$ cat config.mk
export PLATFORM = sky130hd
export DESIGN_NAME = fpu_sched
export DESIGN_NICKNAME = d
export VERILOG_FILES = /design/src/rtl/fpu_pkg.sv /design/src/rtl/fpu_sched_rr_arb.sv /design/src/rtl/fpu_sched.sv
export SDC_FILE = /design/constraint.sdc
export NUM_CORES = 1
export LEC_CHECK = 0
export BUFFER_PORTS_ARGS = -buffer_cell sky130_fd_sc_hd__buf_2
export CAP_MARGIN = 20
export CORE_MARGIN = 4
export CORE_UTILIZATION = 25
export CTS_CLUSTER_DIAMETER = 100
export DETAILED_ROUTE_END_ITERATION = 16
export SYNTH_ARGS = -nofsm -noshare
export SYNTH_HDL_FRONTEND = slang
export SYNTH_SLANG_ARGS = --single-unit
$ cat constraint.sdc
create_clock -name clk -period 6.3 [get_ports clk]
set_clock_uncertainty 0.15 [all_clocks]
set_input_delay 0.945 -clock clk [delete_from_list [all_inputs] [get_ports clk]]
set_output_delay 0.945 -clock clk [all_outputs]
set_load 0.02 [all_outputs]
$ cat src/rtl/fpu_pkg.sv
// Shared definitions for the FPU scheduler: opcode encodings and the FSM state type.
package fpu_pkg;

  localparam logic [1:0] OP_ADD = 2'd0;
  localparam logic [1:0] OP_SUB = 2'd1;
  localparam logic [1:0] OP_DIV = 2'd2;
  localparam logic [1:0] OP_MUL = 2'd3;

  typedef enum logic [1:0] {
    ST_IDLE = 2'd0,
    ST_EXEC = 2'd1,
    ST_RESP = 2'd2
  } state_t;

endpackage

$ cat src/rtl/fpu_sched_rr_arb.sv
// Combinational round-robin arbiter: searches from last+1 (mod N) and returns a one-hot grant.
module rr_arb #(
  parameter int N = 4,
  parameter int W = (N > 1) ? $clog2(N) : 1
) (
  input  logic [N-1:0] req,
  input  logic [W-1:0] last,
  output logic [N-1:0] grant
);

  int          pos;
  logic [W-1:0] idx;
  logic         found;

  always_comb begin
    grant = '0;
    found = 1'b0;
    pos   = 0;
    idx   = '0;
    for (int k = 1; k <= N; k++) begin
      pos = int'(last) + k;
      if (pos >= N) pos = pos - N;
      idx = W'(pos);
      if (!found && req[idx]) begin
        grant[idx] = 1'b1;
        found      = 1'b1;
      end
    end
  end

endmodule

$ cat src/rtl/fpu_sched.sv
// Shares one external FPU among N_REQ requesters: arbitrate, hold operands for the FPU
// latency, capture the result and pulse it back to the owning requester.
module fpu_sched
  import fpu_pkg::*;
#(
  parameter int N_REQ   = 4,
  parameter int FPU_LAT = 2,
  localparam int ID_W   = (N_REQ > 1) ? $clog2(N_REQ) : 1,
  localparam int CW     = (FPU_LAT < 1) ? 1 : $clog2(FPU_LAT + 1)
) (
  input  logic                  clk,
  input  logic                  reset,
  input  logic [N_REQ-1:0]      req_valid,
  output logic [N_REQ-1:0]      req_ready,
  input  logic [2*N_REQ-1:0]    req_op,
  input  logic [32*N_REQ-1:0]   req_a,
  input  logic [32*N_REQ-1:0]   req_b,
  output logic [31:0]           fpu_a,
  output logic [31:0]           fpu_b,
  output logic [1:0]            fpu_op,
  input  logic [31:0]           fpu_o,
  output logic                  rsp_valid,
  output logic [ID_W-1:0]       rsp_id,
  output logic [31:0]           rsp_data,
  output logic                  busy,
  output logic [15:0]           ops_done
);

  state_t            state_q, state_d;
  logic [ID_W-1:0]   last_q, last_d, owner_q, owner_d, rsp_id_q, rsp_id_d;
  logic [CW-1:0]     cnt_q, cnt_d;
  logic [31:0]       fpu_a_q, fpu_a_d, fpu_b_q, fpu_b_d, rsp_data_q, rsp_data_d;
  logic [1:0]        fpu_op_q, fpu_op_d;
  logic [15:0]       ops_done_q, ops_done_d;

  logic [N_REQ-1:0]  grant;
  logic [ID_W-1:0]   grant_idx;
  logic              hs;
  logic [31:0]       a_arr [N_REQ];
  logic [31:0]       b_arr [N_REQ];
  logic [1:0]        op_arr [N_REQ];

  for (genvar gi = 0; gi < N_REQ; gi++) begin : g_unpack
    assign a_arr[gi]  = req_a[gi*32 +: 32];
    assign b_arr[gi]  = req_b[gi*32 +: 32];
    assign op_arr[gi] = req_op[gi*2 +: 2];
  end

  rr_arb #(.N(N_REQ), .W(ID_W)) u_arb (
    .req   (req_valid),
    .last  (last_q),
    .grant (grant)
  );

  always_comb begin
    grant_idx = '0;
    for (int i = 0; i < N_REQ; i++) begin
      if (grant[i]) grant_idx = ID_W'(i);
    end
  end

  // Ready is suppressed while reset is held so no handshake is implied during reset.
  assign req_ready = (state_q == ST_IDLE && !reset) ? grant : '0;
  assign hs        = |(req_valid & req_ready);

  always_comb begin
    state_d    = state_q;
    last_d     = last_q;
    owner_d    = owner_q;
    cnt_d      = cnt_q;
    fpu_a_d    = fpu_a_q;
    fpu_b_d    = fpu_b_q;
    fpu_op_d   = fpu_op_q;
    rsp_id_d   = rsp_id_q;
    rsp_data_d = rsp_data_q;
    ops_done_d = ops_done_q;
    case (state_q)
      ST_IDLE: begin
        if (hs) begin
          fpu_a_d  = a_arr[grant_idx];
          fpu_b_d  = b_arr[grant_idx];
          fpu_op_d = op_arr[grant_idx];
          owner_d  = grant_idx;
          last_d   = grant_idx;
          cnt_d    = CW'(FPU_LAT);
          state_d  = ST_EXEC;
        end
      end
      ST_EXEC: begin
        // Counter reaching zero marks the cycle in which fpu_o is valid.
        if (cnt_q == '0) begin
          rsp_data_d = fpu_o;
          rsp_id_d   = owner_q;
          state_d    = ST_RESP;
        end else begin
          cnt_d = cnt_q - CW'(1);
        end
      end
      ST_RESP: begin
        ops_done_d = ops_done_q + 16'd1;
        state_d    = ST_IDLE;
      end
      default: state_d = ST_IDLE;
    endcase
  end

  always_ff @(posedge clk) begin
    if (reset) begin
      state_q    <= ST_IDLE;
      last_q     <= ID_W'(N_REQ - 1);
      owner_q    <= '0;
      cnt_q      <= '0;
      fpu_a_q    <= '0;
      fpu_b_q    <= '0;
      fpu_op_q   <= OP_ADD;
      rsp_id_q   <= '0;
      rsp_data_q <= '0;
      ops_done_q <= '0;
    end else begin
      state_q    <= state_d;
      last_q     <= last_d;
      owner_q    <= owner_d;
      cnt_q      <= cnt_d;
      fpu_a_q    <= fpu_a_d;
      fpu_b_q    <= fpu_b_d;
      fpu_op_q   <= fpu_op_d;
      rsp_id_q   <= rsp_id_d;
      rsp_data_q <= rsp_data_d;
      ops_done_q <= ops_done_d;
    end
  end

  assign fpu_a     = fpu_a_q;
  assign fpu_b     = fpu_b_q;
  assign fpu_op    = fpu_op_q;
  assign rsp_valid = (state_q == ST_RESP) && !reset;
  assign rsp_id    = rsp_id_q;
  assign rsp_data  = rsp_data_q;
  assign busy      = (state_q != ST_IDLE);
  assign ops_done  = ops_done_q;

endmodule

==> metrics.md, run 1 <==
| Metric | Value |
|---|---|
| Chip height | `191.6 um` |
| Area Growth Syn to Fin | `35.33%` |
| Post-synthesis adder-cell area fraction | `1.485%` |
| Unrepaired setup endpoints after global routing | `false` |
| GPL Wtd Cong | `0.8085` |
| Total grt overflow | `0` |
| Count of flip-flops with a built-in enable after synthesis | `0` |
| Fill cells | `3507` |
| First-pass GRT wire length | `54.27 mm` |
| Die width | `191.6 um` |
| Count of final max-slew check failures | `0` |
| Count leader, synth | `and3_1` |
| Iteration-0 DRC Markers | `511` |
| Peak supply drop | `485.3 uV` |
| Async SR Flop Fraction | `0%` |
| Leakage | `5.263 nW` |
| Hold WS | `0.3027 ns` |
| Residual DRC count | `0` |
| Final HPWL DP | `25.78 mm` |
| Tmin final | `4.822 ns` |
| Hold-fix buffers, CTS | `0` |
| Setup bufs post-CTS | `0` |
| Startpoint Class | `flop` |
| Worst r2r path cells | `10` |
| Setup CP Type | `reg -> out` |
| All-Layer GR Usage | `18.62%` |
| Synth Register Bits | `124` |
| Tcrit/Tclk final | `76.54%` |
| P per Cell Area | `482.4 mW/mm2` |
| Antenna Nets Post-Route | `0` |
| Reg2reg start | `last_q[0]` |
| Synth Cell Area | `0.008428 mm2` |
| CP Capture Type | `output port` |
| # port buffers | `423` |
| Total CTS buffers | `17` |
| Via density | `5.338` |
| Rows | `66` |
| DRT Wirelength | `36.25 mm` |
| WL/cell | `19.77 um` |
| Mapped Nets | `1362` |
| Post-Syn Instances | `1050` |
| Initial Util | `25.64%` |
| CP Data Arrival Time | `3.73 ns` |
| Seq/Total Area, Yosys | `29.45%` |
| Layout cells sized above 1 | `36.04%` |
| Reg clk slew, reported paths | `0.07 ns` |
| Router iterations before antenna repair | `5` |
| Post-synthesis xor/xnor area fraction | `1.559%` |
| Share of the synthesized area in the top cell type | `29.45%` |
| Average cell area after synthesis | `8.027 um2` |
| Synth area leader | `dfxtp_1` |
| Post-Synth Simple-Gate Area | `23.10%` |
| Largest net degree at the start of global routing | `123` |
| Hold path depth | `2` |
| Worst EP required | `5.20 ns` |
| Worst slack, placed | `1.723 ns` |
| H-tree levels | `4` |
| Vias in the first global route | `9414` |
| Post-cts resize count | `0` |
| Clock Sinks | `124` |
| Most used DFF post-synth | `dfxtp_1` |
| Main area contributors after synthesis | `dfxtp_1 29%, and3_1 9.7%, o32a_1 7.2%` |
| Nets@finish | `1689` |
| Setup Total Neg Slack | `0 ns` |
| Relative slew slack | `31.41%` |
| RR Endpoint | `fpu_a[4]` |
| Final setup viols | `0` |
| IO Count | `424` |
| Post-synth cell types | `56` |
| CTS tree | `yes` |
| Most frequent cells after synthesis | `131 x and3_1, 124 x dfxtp_1, 100 x clkbuf_1` |
| Synth Area in Compound Gates | `35.53%` |
| Maximum buffer depth of the clock tree | `2` |
| WHS Endpoint | `rsp_data[27]` |
| Actual slew at the worst max-slew pin | `1.029 ns` |
| MaxCap Viol Count | `0` |
| Root Buffer | `clkbuf_16` |
| Multiplexer share of the synthesized area | `1.841%` |
| Final setup margin | `1.478 ns` |
| Core ar. | `0.03287 mm2` |
| Initial antenna violation count | `7` |
| Hold crit path type | `reg -> reg` |
| Final hold violation count | `0` |
| Yosys warns | `0` |
| Largest family of logic cells by synthesized area | `compound AO/OA/AOI/OAI gates` |
| Worst-path maximum fanout | `70` |
| Die ar. | `0.03671 mm2` |
| Hold_sp | `rsp_data[27]` |
| Fmax | `207.4 MHz` |
| Tot Pwr | `5.502 mW` |
| Reg2reg setup slack | `1.78 ns` |
| Status | `complete, no violations` |
| Latest clock arrival within the worst-skew pair | `0.42 ns` |
| Via count | `9789` |
==> layout make-up <==
cell class,instances,area [um2],area share [%]
repair buffers,440,2245,19.68
diodes,2,5.005,0.04388
well taps,442,553.0,4.849
multi-input cells,780,5406,47.40
flip-flops and latches,124,2482,21.76
inverters,14,55.05,0.4827
clock buffers,18,429.2,3.763
clock inverters,14,230.2,2.018
==> stage by stage <==
step / area (um2) / std cells / utilization [%]
3_5_place_dp: 10740 / 1800 / 32.68
2_1_floorplan: 8428 / 1050 / -
3_3_place_gp: 10740 / 1800 / 32.68
5_1_grt: 11400 / 1833 / 34.70
4_1_cts: 11400 / 1832 / 34.69
6_report: 11410 / 1834 / 34.70
==> worst max-delay path, cell delays in order (launching register included) <==
cell	delay, ns
dfxtp_1	0.63
inv_1	0.21
ha_1	0.38
mux4_2	0.39
a221o_1	0.35
a311oi_4	0.35
buf_4	0.66
nor2_1	0.12
buf_2	0.21
==> flip-flops by register name, indices dropped and copies added, names as in the netlist <==
signal    count
state_q       2
owner_q       2
last_q        2
fpu_op        2
fpu_a        32
rsp_data     32
ops_done     16
cnt_q         2
fpu_b        32
rsp_id        2
==> routing by layer <==
| layer | track usage (%) | up-vias | share of wire [%] |
|---|---|---|---|
| li1 | - | 4711 | - |
| met1 | 22.92 | 4573 | 41 |
| met2 | 31.39 | 441 | 47 |
| met3 | 5.071 | 54 | 8.5 |
| met4 | 6.409 | 10 | 2.8 |
| met5 | 0 | - | 0.20 |
==> cells in the final DEF (no fill, tap or decap), types with 8 or more instances in the layout <==
master	netlist	layout
o21ai_1	21	20
and2_1	9	8
o32a_1	61	61
inv_1	13	13
buf_2	27	423
clkbuf_16	0	17
o211ai_1	10	10
buf_4	3	17
ha_1	10	10
nand2_1	81	80
and3_1	131	130
a41oi_1	66	66
dfxtp_1	124	124
o21ai_0	53	53
xor2_1	12	12
nand3_1	10	10
a21oi_1	44	44
or3_1	62	61
a21boi_0	62	62
nor2_1	22	21
o31ai_1	62	62
==> worst max path at each step <==
stage,depth (start not counted),from,endpoint,slack (ns)
2_1_floorplan,8,req_valid[2],req_ready[2],2.33
3_3_place_gp,9,req_valid[1],fpu_a[3],1.77
3_5_place_dp,9,req_valid[1],fpu_b[14],1.72
4_1_cts,8,last_q[0],req_ready[3],1.43
5_1_grt,8,last_q[0],req_ready[3],1.21
6_report,8,last_q[0],req_ready[3],1.48
==> kinds of logic (layout without fill, tap and decap cells) <==
kind of cell    count (synthesis)  in the layout
flops                         124            124
xor+xnor                       15             15
fa+ha+maj                      10             10
simple gates                  347            347
buf+inv                       146            486
compound gates                398            398
mux                            10             10
other cells                     0              2
==> power breakdown <==
group	leakage (nW)	internal [mW]	switching (mW)	total [mW]
logic	3.93	1.16	2.06	3.21
clock network	0.318	0.714	0.432	1.15
registers	1.02	1.00	0.140	1.14
total	5.26	2.87	2.63	5.50
No activity file was read; power rests on OpenSTA's default activity.
==> run 2: changes to the inputs <==
==> constraint.sdc (replaced) <==
create_clock -name clk -period 4.6 [get_ports clk]
set_clock_uncertainty 0.15 [all_clocks]
set_input_delay 0.69 -clock clk [delete_from_list [all_inputs] [get_ports clk]]
set_output_delay 0.69 -clock clk [all_outputs]
set_load 0.02 [all_outputs]
==> run 2 against run 1 <==
  * Clock-buffer cell count stayed put
  * Core utilization up 0.16 points
  * Non-clock buffer count is 9 higher
  * Clock power rose by 22%
  * First-iteration DRC count is 11% lower
  * Sequential share of layout area is 0.10 points lower
  * Setup slack got worse by 1.2 ns
  * Sequential power increased by 37%
  * Critical path type unchanged
  * Critical endpoint unchanged
==> metrics.md, run 2 (same netlist as run 1, synthesis figures left out) <==
| Metric | Value |
|---|---|
| Status | `complete, no violations` |
| Die width | `191.6 um (unchanged)` |
| Worst EP required | `3.76 ns (-1.44 ns)` |
| Hold-fix buffers, CTS | `0 (unchanged)` |
| Register Area | `0.002482 mm2 (unchanged)` |
| Core ar. | `0.03287 mm2 (unchanged)` |
| Maximum buffer depth of the clock tree | `2 (unchanged)` |
| Tot Pwr | `7.485 mW (+36%)` |
| Initial antenna violation count | `11 (+4)` |
| Crit path to | `req_ready[3]` |
| Cell area after layout | `0.01146 mm2 (+0.47%)` |
| Crit. Startpoint | `last_q[0]` |
| Die ar. | `0.03671 mm2 (unchanged)` |
| Hold crit path type | `reg -> reg` |
| Final HPWL DP | `27.20 mm (+5.5%)` |
| Multi-input logic area | `0.005406 mm2 (unchanged)` |
| Via density | `5.312 (-0.47%)` |
| Actual slew at the worst max-slew pin | `0.7934 ns (-0.2354 ns)` |
| Setup bufs post-CTS | `0 (unchanged)` |
| WL/cell | `20.44 um (+3.4%)` |
| Largest net degree at the start of global routing | `81 (-34%)` |
| Initial Util | `25.64% (unchanged)` |
| Layout cells sized above 1 | `36.45% (+0.41 points)` |
| CP Capture Type | `output port` |
| Fmax | `232.9 MHz` |
| Clock Sinks | `124 (unchanged)` |
| Final setup margin | `0.3061 ns (-1.172 ns)` |
| Final setup viols | `0 (unchanged)` |
| Antenna Nets Post-Route | `0 (unchanged)` |
| Nets@finish | `1698 (+0.53%)` |
| GPL Wtd Cong | `0.8492 (+5.0%)` |
| All-Layer GR Usage | `19.41% (+0.80 points)` |
| Peak supply drop | `414.8 uV (-15%)` |
| H-tree levels | `4 (unchanged)` |
| Startpoint Class | `flop` |
| Reg2reg start | `last_q[0]` |
| Area post-placement | `0.01087 mm2 (+1.2%)` |
| CP Data Arrival Time | `3.45 ns (-0.28 ns)` |
| First-pass GRT wire length | `55.75 mm (+2.7%)` |
| Post-cts resize count | `0 (unchanged)` |
| Rows | `66 (unchanged)` |
| Final hold violation count | `0 (unchanged)` |
| Fill cells | `3567 (+1.7%)` |
| Worst-path maximum fanout | `29 (-59%)` |
| Count of final max-slew check failures | `0 (unchanged)` |
| Relative slew slack | `47.11% (+16 points)` |
| P per Cell Area | `653.2 mW/mm2 (+35%)` |
| CTS tree | `yes` |
| Worst r2r path cells | `9 (-1)` |
| Leakage | `5.289 nW (+0.48%)` |
| Via count | `9785 (-0.041%)` |
| Root Buffer | `clkbuf_16` |
| Iteration-0 DRC Markers | `455 (-11%)` |
| Latest clock arrival within the worst-skew pair | `0.42 ns (about the same)` |
| # port buffers | `423 (unchanged)` |
| Commonest non-fill, non-tap cell in the layout | `buf_2` |
| Reg clk slew, reported paths | `0.06 ns (about the same)` |
| MaxCap Viol Count | `0 (unchanged)` |
| IO Count | `424 (unchanged)` |
| Tmin final | `4.294 ns` |
| Tcrit/Tclk final | `93.35%` |
| RR Endpoint | `fpu_b[8]` |
| Residual DRC count | `0 (unchanged)` |
| Reg2reg setup slack | `0.74 ns (-1.04 ns)` |
| Area Growth Syn to Fin | `35.97%` |
| Total grt overflow | `0 (unchanged)` |
| Router iterations before antenna repair | `5 (unchanged)` |
| DRT Wirelength | `37.66 mm (+3.9%)` |
| Total CTS buffers | `17 (unchanged)` |
| Hold WS | `0.3020 ns (-0.0006970 ns)` |
| Setup Total Neg Slack | `0 ns (unchanged)` |
| Unrepaired setup endpoints after global routing | `false` |
| Setup CP Type | `reg -> out` |
| Chip height | `191.6 um (unchanged)` |
| Vias in the first global route | `9604 (+2.0%)` |
| Worst slack, placed | `0.7370 ns (-0.9857 ns)` |
| Most frequent cells in the layout | `423 x buf_2, 130 x and3_1, 124 x dfxtp_1` |
[run 2: final cells by class]
| cell class | instances | area share [%] |
|---|---|---|
| diodes | 1 | 0.02184 |
| repair buffers | 449 | 20.72 |
| clock inverters | 14 | 1.365 |
| inverters | 14 | 0.4804 |
| well taps | 442 | 4.826 |
| flip-flops and latches | 124 | 21.66 |
| clock buffers | 18 | 3.745 |
| multi-input cells | 780 | 47.18 |
[run 2: power breakdown]
group	internal, mW	switching [mW]	leakage, nW
combinational	1.69	2.84	4.00
clock	0.809	0.586	0.275
sequential	1.37	0.191	1.02
total	3.87	3.62	5.29
[run 2: how the worst min path moves through the flow]
stage / end / depth (start not counted) / startpoint
floorplan: rsp_id[0] / 2 / owner_q[0]
global placement: rsp_data[31] / 2 / rsp_data[31]
detailed placement: rsp_data[6] / 2 / rsp_data[6]
CTS: rsp_data[31] / 2 / rsp_data[31]
global route: rsp_data[31] / 2 / rsp_data[31]
finish: rsp_data[31] / 2 / rsp_data[31]
[run 2: layer usage]
layer	vias up	routed length (um)	GRT usage [%]
li1	4724	-	-
met1	4562	15840	24.11
met2	409	17670	32.54
met3	70	3040	5.634
met4	20	976	6.077
met5	-	128	0
[run 2: critical path: stages (launching register included)]
cell      delay (ns)
dfxtp_1         0.61
inv_1           0.21
ha_1            0.37
mux4_2          0.43
and2_2          0.44
a311oi_4        0.64
nor2_1          0.13
buf_2           0.21
[run 2: metrics by stage]
stage / instances / utilization (%)
finish: 1842 / 34.87
global route: 1841 / 34.86
CTS: 1841 / 34.86
detailed placement: 1809 / 33.08
global placement: 1809 / 33.08
floorplan: 1050 / -
==> run 3: changes to the inputs <==
--- a/config.mk
+++ b/config.mk
@@ -11,6 +11,7 @@
 export CORE_UTILIZATION = 25
 export CTS_CLUSTER_DIAMETER = 100
 export DETAILED_ROUTE_END_ITERATION = 16
+export GPL_TIMING_DRIVEN = 0
 export SYNTH_ARGS = -nofsm -noshare
 export SYNTH_HDL_FRONTEND = slang
 export SYNTH_SLANG_ARGS = --single-unit
==> constraint.sdc (replaced) <==
create_clock -name clk -period 3.95 [get_ports clk]
set_clock_uncertainty 0.15 [all_clocks]
set_input_delay 0 -clock clk [delete_from_list [all_inputs] [get_ports clk]]
set_output_delay 0 -clock clk [all_outputs]
set_load 0.02 [all_outputs]
==> run 3 against run 2 <==
  * Cell area grew 28%
  * Register-to-register slack lost 0.61 ns
  * Highest routed layer is now met4
  * Critical path depth grew 4
  * Sequential share of layout area shrank 4.7 points
  * Sequential cell count is the same
  * First-iteration DRC count grew 65%
  * Sequential power grew 17%
  * Core utilization grew 9.7 points
==> metrics.md, run 3 (same netlist as run 1, synthesis figures left out) <==
| Metric | Value |
|---|---|
| Status | `complete, no violations` |
| Core ar. | `0.03287 mm2 (unchanged)` |
| Hold WS | `0.004576 ns (-0.2974 ns)` |
| Tcrit/Tclk final | `96.58%` |
| Rows | `66 (unchanged)` |
| Final setup margin | `0.1350 ns (-0.1711 ns)` |
| Worst slack, placed | `-0.9237 ns (-1.661 ns)` |
| Vias in the first global route | `12250 (+27%)` |
| Via density | `5.398 (+1.6%)` |
| Most frequent cells in the layout | `446 x buf_2, 274 x dlygate4sd3_1, 131 x and3_1` |
| # placed instances | `1916 (+5.9%)` |
| Initial Util | `25.64% (unchanged)` |
| Iteration-0 DRC Markers | `752 (+65%)` |
| Total CTS buffers | `17 (unchanged)` |
| Worst EP required | `4.15 ns (+0.39 ns)` |
| Clock Sinks | `124 (unchanged)` |
| First-pass GRT wire length | `71.28 mm (+28%)` |
| Startpoint Class | `flop` |
| CP Data Arrival Time | `4.02 ns (+0.57 ns)` |
| CP Capture Type | `flop` |
| Area post-placement | `0.01111 mm2 (+2.2%)` |
| Largest net degree at the start of global routing | `17 (-79%)` |
| Util after Layout | `44.59% (+9.7 points)` |
| Tot Pwr | `9.686 mW (+29%)` |
| Latest clock arrival within the worst-skew pair | `0.42 ns (about the same)` |
| Root Buffer | `clkbuf_16` |
| Relative slew slack | `41.54% (-5.6 points)` |
| # port buffers | `423 (unchanged)` |
| WL/cell | `21.71 um (+6.2%)` |
| Area Growth Syn to Fin | `73.87%` |
| Worst-path maximum fanout | `10 (-66%)` |
| Fill cells | `3196 (-10%)` |
| Hold crit path type | `in -> reg` |
| Residual DRC count | `0 (unchanged)` |
| Finished Layout Cells | `2235 (+21%)` |
| Final hold violation count | `0 (unchanged)` |
| Nets@finish | `2088 (+23%)` |
| Peak supply drop | `273.8 uV (-34%)` |
| CTS tree | `yes` |
| Tmin final | `3.815 ns` |
| Setup CP Type | `reg -> reg` |
| Initial antenna violation count | `3 (-8)` |
| Via count | `12070 (+23%)` |
| Commonest non-fill, non-tap cell in the layout | `buf_2` |
| Unrepaired setup endpoints after global routing | `true` |
| Layout cells sized above 1 | `30.13% (-6.3 points)` |
| Die ar. | `0.03671 mm2 (unchanged)` |
| Final setup viols | `0 (unchanged)` |
| Final HPWL DP | `33.47 mm (+23%)` |
| Die width | `191.6 um (unchanged)` |
| Cell area after layout | `0.01465 mm2 (+28%)` |
| Count of final max-slew check failures | `0 (unchanged)` |
| Total grt overflow | `0 (unchanged)` |
| Router iterations before antenna repair | `5 (unchanged)` |
| H-tree levels | `4 (unchanged)` |
| Reg clk slew, reported paths | `0.07 ns (about the same)` |
| Maximum buffer depth of the clock tree | `2 (unchanged)` |
| All-Layer GR Usage | `25.00% (+5.6 points)` |
| MaxCap Viol Count | `0 (unchanged)` |
| Fmax | `262.1 MHz` |
| Actual slew at the worst max-slew pin | `0.8768 ns (+0.08348 ns)` |
| Leakage | `6.651 nW (+26%)` |
| P per Cell Area | `661.0 mW/mm2 (+1.2%)` |
| IO Count | `424 (unchanged)` |
| DRT Wirelength | `48.52 mm (+29%)` |
| Antenna Nets Post-Route | `0 (unchanged)` |
| GPL Wtd Cong | `0.8991 (+5.9%)` |
| Setup Total Neg Slack | `0 ns (unchanged)` |
| Chip height | `191.6 um (unchanged)` |
==> run 3: path summary, 6_finish.rpt <==
| kind | from | endpoint | slack [ns] | cells after the start |
|---|---|---|---|---|
| setup / recovery | last_q[0] | fpu_b[1] | 0.13 | 11 |
| hold / removal | req_a[35] | fpu_a[3] | 0.005 | 4 |
| setup reg to reg | last_q[0] | fpu_b[1] | 0.13 | 11 |
| hold reg to reg | rsp_data[0] | rsp_data[0] | 0.30 | 2 |
==> run 3: power by group <==
group          internal (mW)  total [mW]  switching [mW]
Sequential              1.60        1.82           0.221
Clock                   1.01        1.72           0.705
Combinational           2.34        6.15            3.81
Total                   4.95        9.69            4.74
==> run 3: critical path, stage by stage (launching register included) <==
cell,delay [ns]
dfxtp_1,0.42
clkbuf_4,0.25
inv_1,0.13
ha_1,0.34
mux4_2,0.37
and2_1,0.32
clkbuf_2,0.31
clkbuf_2,0.31
or3b_2,0.51
o32ai_1,0.42
a21oi_1,0.08
o21ai_1,0.12
==> run 3: cell type report <==
cell class	count	area, um2	share of cell area [%]
Multi-Input combinational cell	780	5401	36.86
Antenna cell	4	10.01	0.06831
Tap cell	442	553.0	3.774
Inverter	14	52.55	0.3586
Sequential cell	124	2482	16.94
Clock buffer	18	429.2	2.929
Clock inverter	14	182.7	1.247
Timing Repair Buffer	707	4951	33.79
Buffer	132	591.8	4.039
==> run 3: metal layers <==
metal,GRT usage [%],wire [um]
met4,11.44,2310
met3,5.453,4117
met1,30.02,19270
met5,0,0
met2,42.71,22810
==> run 3: what timing repair did <==
| action | 4_1_cts | 5_1_grt |
|---|---|---|
| pin swaps | 3 | 3 |
| hold buffers | 274 | 0 |
| resized for setup | 18 | 33 |
| buffers inserted | 3 | 6 |
| endpoints found under the setup margin | 76 | 75 |
| endpoints found under the hold margin | 100 | 0 |
| gates cloned | 0 | 0 |
